**src/rtl/coef_pkg.sv**
```systemverilog
// Shared constants, encodings and state type for the coefficient RAM loader.
// The loader drives the read/write port of the dual-channel coefficient RAM.
package coef_pkg;

  localparam int ADDR_W = 14;  // 16k words per channel
  localparam int DATA_W = 36;  // coefficient word width
  localparam int LEN_W  = 15;  // transfer length, 0..16384 words

  localparam logic OP_WRITE = 1'b0;
  localparam logic OP_READ  = 1'b1;
  localparam logic CHAN_L   = 1'b0;
  localparam logic CHAN_R   = 1'b1;

  typedef enum logic [2:0] {
    ST_IDLE,
    ST_WRITE,
    ST_RD_ADDR,
    ST_RD_WAIT,
    ST_RD_OUT,
    ST_FIN
  } state_t;

endpackage

```
**src/rtl/coef_loader.sv**
```systemverilog
// Host-side write/readback engine for the dual-channel coefficient RAM.
// One command per transfer; addresses auto-increment and wrap at 2^ADDR_W.
module coef_loader
  import coef_pkg::*;
(
  input  logic              clock,
  input  logic              reset,
  input  logic              cmd_valid,
  output logic              cmd_ready,
  input  logic              cmd_op,
  input  logic              cmd_chan,
  input  logic [ADDR_W-1:0] cmd_base,
  input  logic [LEN_W-1:0]  cmd_len,
  input  logic              abort,
  input  logic              wr_valid,
  output logic              wr_ready,
  input  logic [DATA_W-1:0] wr_data,
  output logic              rd_valid,
  input  logic              rd_ready,
  output logic [DATA_W-1:0] rd_data,
  output logic              busy,
  output logic              done,
  output logic              aborted,
  output logic [ADDR_W-1:0] addrLrw,
  output logic [ADDR_W-1:0] addrRrw,
  output logic [DATA_W-1:0] datainLrw,
  output logic [DATA_W-1:0] datainRrw,
  output logic              weL,
  output logic              weR,
  input  logic [DATA_W-1:0] dataoutLrw,
  input  logic [DATA_W-1:0] dataoutRrw
);

  state_t            state;
  logic [ADDR_W-1:0] addr_q;
  logic [LEN_W-1:0]  words_left;
  logic              chan_q;
  logic              we_l;
  logic              we_r;
  logic [DATA_W-1:0] datain_q;
  logic [DATA_W-1:0] rd_data_q;
  logic              rd_valid_q;
  logic              done_q;
  logic              aborted_q;
  logic              wr_hs;
  logic              abort_now;

  // cmd_ready stays low while reset is held, even though the state is IDLE.
  assign cmd_ready = (state == ST_IDLE) && reset;
  assign busy      = (state != ST_IDLE);
  assign wr_ready  = (state == ST_WRITE) && !abort && (words_left != '0);
  assign wr_hs     = wr_valid && wr_ready;
  assign abort_now = abort && (state != ST_IDLE) && (state != ST_FIN);

  assign addrLrw   = addr_q;
  assign addrRrw   = addr_q;
  assign datainLrw = datain_q;
  assign datainRrw = datain_q;
  assign weL       = we_l;
  assign weR       = we_r;
  assign rd_data   = rd_data_q;
  assign rd_valid  = rd_valid_q;
  assign done      = done_q;
  assign aborted   = aborted_q;

  // NOTE: all state below uses non-blocking assignments so every register
  // samples pre-edge values; blocking here would create order-dependent races.
  always_ff @(posedge clock or negedge reset) begin
    if (!reset) begin
      state      <= ST_IDLE;
      addr_q     <= '0;
      words_left <= '0;
      chan_q     <= CHAN_L;
      we_l       <= 1'b0;
      we_r       <= 1'b0;
      datain_q   <= '0;
      rd_data_q  <= '0;
      rd_valid_q <= 1'b0;
      done_q     <= 1'b0;
      aborted_q  <= 1'b0;
    end else begin
      // NOTE: single-cycle strobes default low each cycle and are raised only
      // by the branch that needs them, so no path leaves them stuck high.
      we_l      <= 1'b0;
      we_r      <= 1'b0;
      done_q    <= 1'b0;
      aborted_q <= 1'b0;

      // A word registered last cycle has just been written; step to the next.
      if (we_l || we_r)
        addr_q <= addr_q + ADDR_W'(1);

      if (abort_now) begin
        state      <= ST_IDLE;
        aborted_q  <= 1'b1;
        rd_valid_q <= 1'b0;
      end else begin
        case (state)
          ST_IDLE: begin
            if (cmd_valid) begin
              chan_q     <= cmd_chan;
              words_left <= cmd_len;
              addr_q     <= cmd_base;
              if (cmd_len == '0)
                state <= ST_FIN;
              else if (cmd_op == OP_READ)
                state <= ST_RD_ADDR;
              else
                state <= ST_WRITE;
            end
          end

          ST_WRITE: begin
            if (wr_hs) begin
              datain_q   <= wr_data;
              we_l       <= (chan_q == CHAN_L);
              we_r       <= (chan_q == CHAN_R);
              words_left <= words_left - LEN_W'(1);
            end else if (words_left == '0) begin
              state <= ST_FIN;
            end
          end

          // The RAM registers its read and muxes banks on the live address,
          // so the address is held through both RD_ADDR and RD_WAIT.
          ST_RD_ADDR: state <= ST_RD_WAIT;

          ST_RD_WAIT: begin
            rd_data_q  <= (chan_q == CHAN_R) ? dataoutRrw : dataoutLrw;
            rd_valid_q <= 1'b1;
            state      <= ST_RD_OUT;
          end

          ST_RD_OUT: begin
            if (rd_ready) begin
              rd_valid_q <= 1'b0;
              addr_q     <= addr_q + ADDR_W'(1);
              words_left <= words_left - LEN_W'(1);
              state      <= (words_left == LEN_W'(1)) ? ST_FIN : ST_RD_ADDR;
            end
          end

          ST_FIN: begin
            done_q <= 1'b1;
            state  <= ST_IDLE;
          end

          default: state <= ST_IDLE;
        endcase
      end
    end
  end

endmodule

```
**config.mk**
```make
export PLATFORM = sky130hd
export DESIGN_NAME = coef_loader
export DESIGN_NICKNAME = d
export VERILOG_FILES = /design/src/rtl/coef_pkg.sv /design/src/rtl/coef_loader.sv
export SDC_FILE = /design/constraint.sdc
export NUM_CORES = 1
export LEC_CHECK = 0
export CORE_MARGIN = 3
export CORE_UTILIZATION = 40
export CTS_BUF_LIST = sky130_fd_sc_hd__clkbuf_4 sky130_fd_sc_hd__clkbuf_8 sky130_fd_sc_hd__clkbuf_16
export DETAILED_ROUTE_END_ITERATION = 6
export PLACE_DENSITY = 0.77
export SETUP_SLACK_MARGIN = 0.05
export SLEW_MARGIN = 25
export SYNTH_ARGS = -nofsm -noshare
export SYNTH_HDL_FRONTEND = slang
export SYNTH_SLANG_ARGS = --single-unit
```
**constraint.sdc**
```tcl
create_clock -name clock -period 2.7 [get_ports clock]
set_clock_uncertainty 0.1 [all_clocks]
set_input_delay 0.405 -clock clock [delete_from_list [all_inputs] [get_ports clock]]
set_output_delay 0.405 -clock clock [all_outputs]
set_load 0.005 [all_outputs]
```
## Word level (Yosys, flattened, before mapping)

Cells that the tools add are included.

- Flip-flop bits (word level): 110
- Output and inout port bits: 144

- $add $sub $neg: 2
- Equality and inequality tests: 14
- Muxes and demuxes: 31
- Bitwise operators: 2
- Reductions and logical operators: 21

Operators by type and width:

| kind | count |
|---|---|
| 2-to-1 mux 14 bit | 4 |
| 2-to-1 mux 15 bit | 3 |
| one-hot mux 15 bit (3 select lines) | 1 |
| 2-to-1 mux 36 bit | 1 |
| zero test 15 bit | 2 |
| one-hot mux 14 bit (2 select lines) | 1 |
| 2-to-1 mux 3 bit | 7 |
| equality test 15 x 1 -> 1 bit, second input constant | 1 |
| one-hot mux 3 bit (5 select lines) | 1 |
| nonzero test 15 bit | 1 |
| subtractor 15 x 1 -> 15 bit, second input constant | 1 |
| adder 14 x 1 -> 14 bit, second input constant | 1 |
| != test 3 bit, second input constant | 4 |
| 2-to-1 mux 1 bit | 11 |
| nonzero test 3 bit | 3 |
| equality test 3 x 2 -> 1 bit, second input constant | 2 |
| equality test 3 bit, second input constant | 2 |
| logical AND 1 bit | 6 |
| != test 2 bit, second input constant | 3 |
| AND reduction 3 bit | 2 |
| AND reduction 5 bit | 1 |
| AND reduction 2 bit | 2 |
| AND reduction 4 bit | 1 |
| equality test 3 x 1 -> 1 bit, second input constant | 1 |
| other kinds (7) | 8 |

## Longest topological paths before layout

- Depth in word-level cells: 7
- Gate-level depth with buffers: 8
- Mapped depth without buffers: 7

## Least setup slack after synthesis

Ideal clock, no wire load.

- Path type: reg2reg
- From: register words_left[0]
- To: register words_left[1]
- Setup time: 0.125 ns
- Arrival time: 1.985 ns
- Slack: 0.490 ns
- Stages on the path, launching flop included: 8
- Buffers on the path: 1
- Path through: dfrtp_1 > inv_1 > ha_1 > or3b_1 > clkbuf_2 > nor4_4 > nor2_4 > mux2_4

- Word-level cells in the longest chain between the ends: 5
- Elaborated cells on any way between the ends: 9

RTL lines:

| element | line | RTL |
|---|---|---|
| start, declared | coef_loader.sv:36 | `logic [LEN_W-1:0] words_left;` |
| start signal, assigned | coef_loader.sv:102 | `words_left <= cmd_len;` |
| start signal, assigned | coef_loader.sv:118 | `words_left <= words_left - LEN_W'(1);` |
| start signal, assigned | coef_loader.sv:138 | `words_left <= words_left - LEN_W'(1);` |
| parallel branches: the longest is 5 deep, another holds subtractor 15 x 1 -> 15 bit | -- |  |

Parallel ways; which one is timed is not known. The select of a mux whose other input is x is not followed.
A chain may end at the register's enable or synchronous reset.

## Worst setup path in the final report

- From: register state[1]
- To: output cmd_ready

- Word-level cells in the longest chain between the ends: 2

RTL lines:

| element | line | RTL |
|---|---|---|
| start, declared | coef_loader.sv:34 | `state_t state;` |
| start signal, assigned | coef_loader.sv:139 | `state <= (words_left == LEN_W'(1)) ? ST_FIN : ST_RD_ADDR;` |
| zero test 3 bit | coef_loader.sv:49 | `assign cmd_ready = (state == ST_IDLE) && reset;` |
| logical AND 1 bit | coef_loader.sv:49 |  |
| end, declared | coef_loader.sv:9 | `output logic cmd_ready,` |

Every way passes these cells.

==> results.py <==
metrics = {
    "logic_synthesis": {
        "syn-num-nets": 752,
        "ys.flop_type": "dfrtp_1",
        "postSynthCellCount": 604,
        "seq_area_frac_synth_pct": 45.6,
        "synth_top_area_share_pct": 45.6,
        "synth_cell_types": 54,
        "synthTopCellsByCount": "dfrtp_1 (110), nor2_1 (68), a21oi_1 (54)",
        "synth_area_leaders": "dfrtp_1 (46%), buf_4 (6.2%), mux2i_1 (6.1%)",
        "async_reset_ff_share_pct": 100,
        "yosys.area.top_type": "dfrtp_1",
        "syn_area_per_cell_sq_um": 10.0,
        "synth_seq_cells": 110,
        "synthesis.area_sq_um": 6040,
        "synthMostInstantiatedCell": "dfrtp_1",
        "synth_edf_count": 0,
        "yosysWarningCount": 0,
    },
    "sta": {
        "fmax_mhz": 402,
        "setup-violations-final": 0,
        "slew_violations": 0,
        "worst_slew_pin_slew_ps": 809,
        "rsz0062_at_grt": "no",
        "tns_ps": 0,
        "finalHoldViolations": 0,
        "fin_crit_sh_pct": 92.1,
        "setup_ws_ps": 215,
        "slew_headroom_pct": 46.1,
        "min_period_ps": 2490,
    },
    "grt": {
        "grt_max_degree": 73,
        "grt_use_total_pct": 22.0,
        "grt_antenna_before_repair": 0,
        "grt_pass1_vias": 5531,
        "grt_first_pass_wirelength_microns": 28900,
        "grt_overflow": 0,
    },
    "layout": {
        "seq_area_sq_um": 2750,
        "fin_nets": 984,
        "finalNonFillerCells": 1025,
        "drive_above_1_share_pct": 10.5,
        "syn_to_final_growth_pct": 51.4,
        "n_antenna_cell": 0,
        "fillCellCount": 1166,
        "multi_input_area_sq_um": 2750,
        "fin_area_sq_um": 9140,
    },
    "cts": {
        "insertion_delay_ps": 360,
        "root_buffer": "clkbuf_16",
        "cts_max_path_buffers": 2,
        "cts.sinks": 110,
        "clk_pin_slew_worst_paths_ps": 80,
        "cts_buffers": 9,
        "htreeDepth": 3,
        "cts_tree": "yes",
    },
    "worst_setup_path": {
        "cp_data_required_time_ps": 2190,
        "path_delay_family": "flip-flops",
        "arrival_ps": 1980,
        "critPathKind": "reg2out",
        "endpoint_kind": "output port",
        "crit_path_cell_trace": "or3_1 -> nor2_1 -> clkdlybuf4s50_1",
        "worstPathMaxFanout": 17,
        "max_stage_delay_ps": 580,
        "critPathLaunchType": "flop",
        "cp.buffers_inverters": 1,
        "cpMaxStageDelayCell": "dfrtp_1",
    },
    "drt": {
        "num_vias": 5463,
        "routed_wl_microns": 18700,
        "wl_per_cell_microns": 18.2,
        "ant_nets": 0,
        "drtIter0Drc": 347,
        "vias_per_cell": 5.33,
        "drt_first_pass_iters": 5,
        "drc": 0,
    },
    "die": {
        "initial_core_util_pct": 41.2,
        "die_w_microns": 129,
        "ios": 289,
        "coreArea_sq_um": 14600,
        "die_area_sq_um": 16600,
        "rows": 44,
        "die_h_microns": 129,
    },
    "placed_design": {
        "dpl_worst_slack_ps": 169,
        "dp_hpwl_microns": 14300,
        "dpl_cell_area_sq_um": 8780,
        "finalWeightedCongestion": 0.922,
        "io_buffers": 288,
        "place_inst": 1007,
    },
    "hold_path": {
        "hp-class": "in2async",
    },
    "power_and_ir_drop": {
        "p_leak_uw": 0.00372,
        "p_total_uw": 9970,
        "powerDensity_nw_per_um2": 1090,
        "ir_drop_mv": 0.709,
    },
    "status": {
        "status": "finished, final reports clean",
    },
    "job": {
        "drv_cap": 0,
    },
}
[layer usage]
layer / track usage (%) / vias up / wire length (microns)
li1: - / 2558 / -
met1: 26.7 / 2596 / 7270
met2: 38.5 / 284 / 9500
met3: 5.69 / 25 / 1550
met4: 6.61 / 0 / 336
met5: 0 / - / 0
[cells in the final DEF, fill, tap and decap left out, drive strengths merged, types with 7 or more instances in the layout]
master,Yosys,final
o21ai,28,28
a22oi,10,10
inv,6,9
clkdlybuf4s50,0,286
mux2,38,38
mux2i,37,37
a21oi,54,54
nand4,7,7
a2bb2oi,7,7
xnor2,14,14
nand3,14,14
and3,10,10
nor3,23,23
xor2,8,8
nor2,69,69
nand2,21,21
nor4,8,8
buf,62,18
o22ai,7,7
clkbuf,23,9
dfrtp,110,110
[area by class of cell]
| cell class | instances | share of cell area [%] |
|---|---|---|
| repair buffers | 306 | 33.4 |
| flip-flops and latches | 110 | 30.1 |
| multi-input cells | 403 | 30.1 |
| well taps | 184 | 2.52 |
| clock buffers | 9 | 2.46 |
| clock inverters | 7 | 1.12 |
| inverters | 6 | 0.246 |
[cell families after synthesis]
kind of cell / Yosys count / synth area share [%]
AO/OA/AOI/OAI: 123 / 12.0
XOR/XNOR: 22 / 3.19
adder cells (fa/ha/maj): 3 / 0.622
buffers and inverters: 91 / 9.22
flip-flops: 110 / 45.6
multiplexers: 75 / 13.8
AND/OR/NAND/NOR: 180 / 15.6
[final timing paths]
check / from / end / slack (ps) / cells after the start
min reg2reg: chan_q / weL / 400 / 1
min: reset / words_left[8] / 360 / 2
min in group clock: chan_q / weL / 400 / 1
max in group asynchronous: reset / rd_data[8] / 1040 / 3
max reg2reg: state[0] / datainLrw[24] / 410 / 6
max: state[1] / cmd_ready / 210 / 3
[what timing repair did]
action                                  CTS  global route
hold buffers                              1             0
buffers inserted                          1             0
gates resized for setup                   4             0
endpoints found under the hold margin    17             0
endpoints found under the setup margin    1             0
[metrics by stage]
| step | hold WS (ps) | util (%) |
|---|---|---|
| finish | 357 | 62.4 |
| global route | 398 | 62.4 |
| CTS | 353 | 62.4 |
| detailed placement | 206 | 60.0 |
| global placement | 206 | 60.0 |
| floorplan | 9.41 | - |
[power breakdown]
part	switching (uW)	total, uW	internal (uW)
clock	691	1450	755
combinational	2060	5230	3170
sequential	837	3290	2450
[worst register-to-register path, cell delays in order (launching register included)]
cell and delay, ps:
dfrtp_1 540, nand2b_1 140, buf_4 200, nor4b_1 340, o21a_2 230, buf_12 230
mux2_2 400
[registers in the layout, indices dropped and copies added (netlist names)]
| name | cells |
|---|---|
| datainLrw | 36 |
| rd_data | 36 |
| words_left | 15 |
| addrLrw | 14 |
| state | 3 |
| aborted | 1 |
| chan_q | 1 |
| done | 1 |
| rd_valid | 1 |
| weL | 1 |
| weR | 1 |
Power figures use the tool's default switching activity.
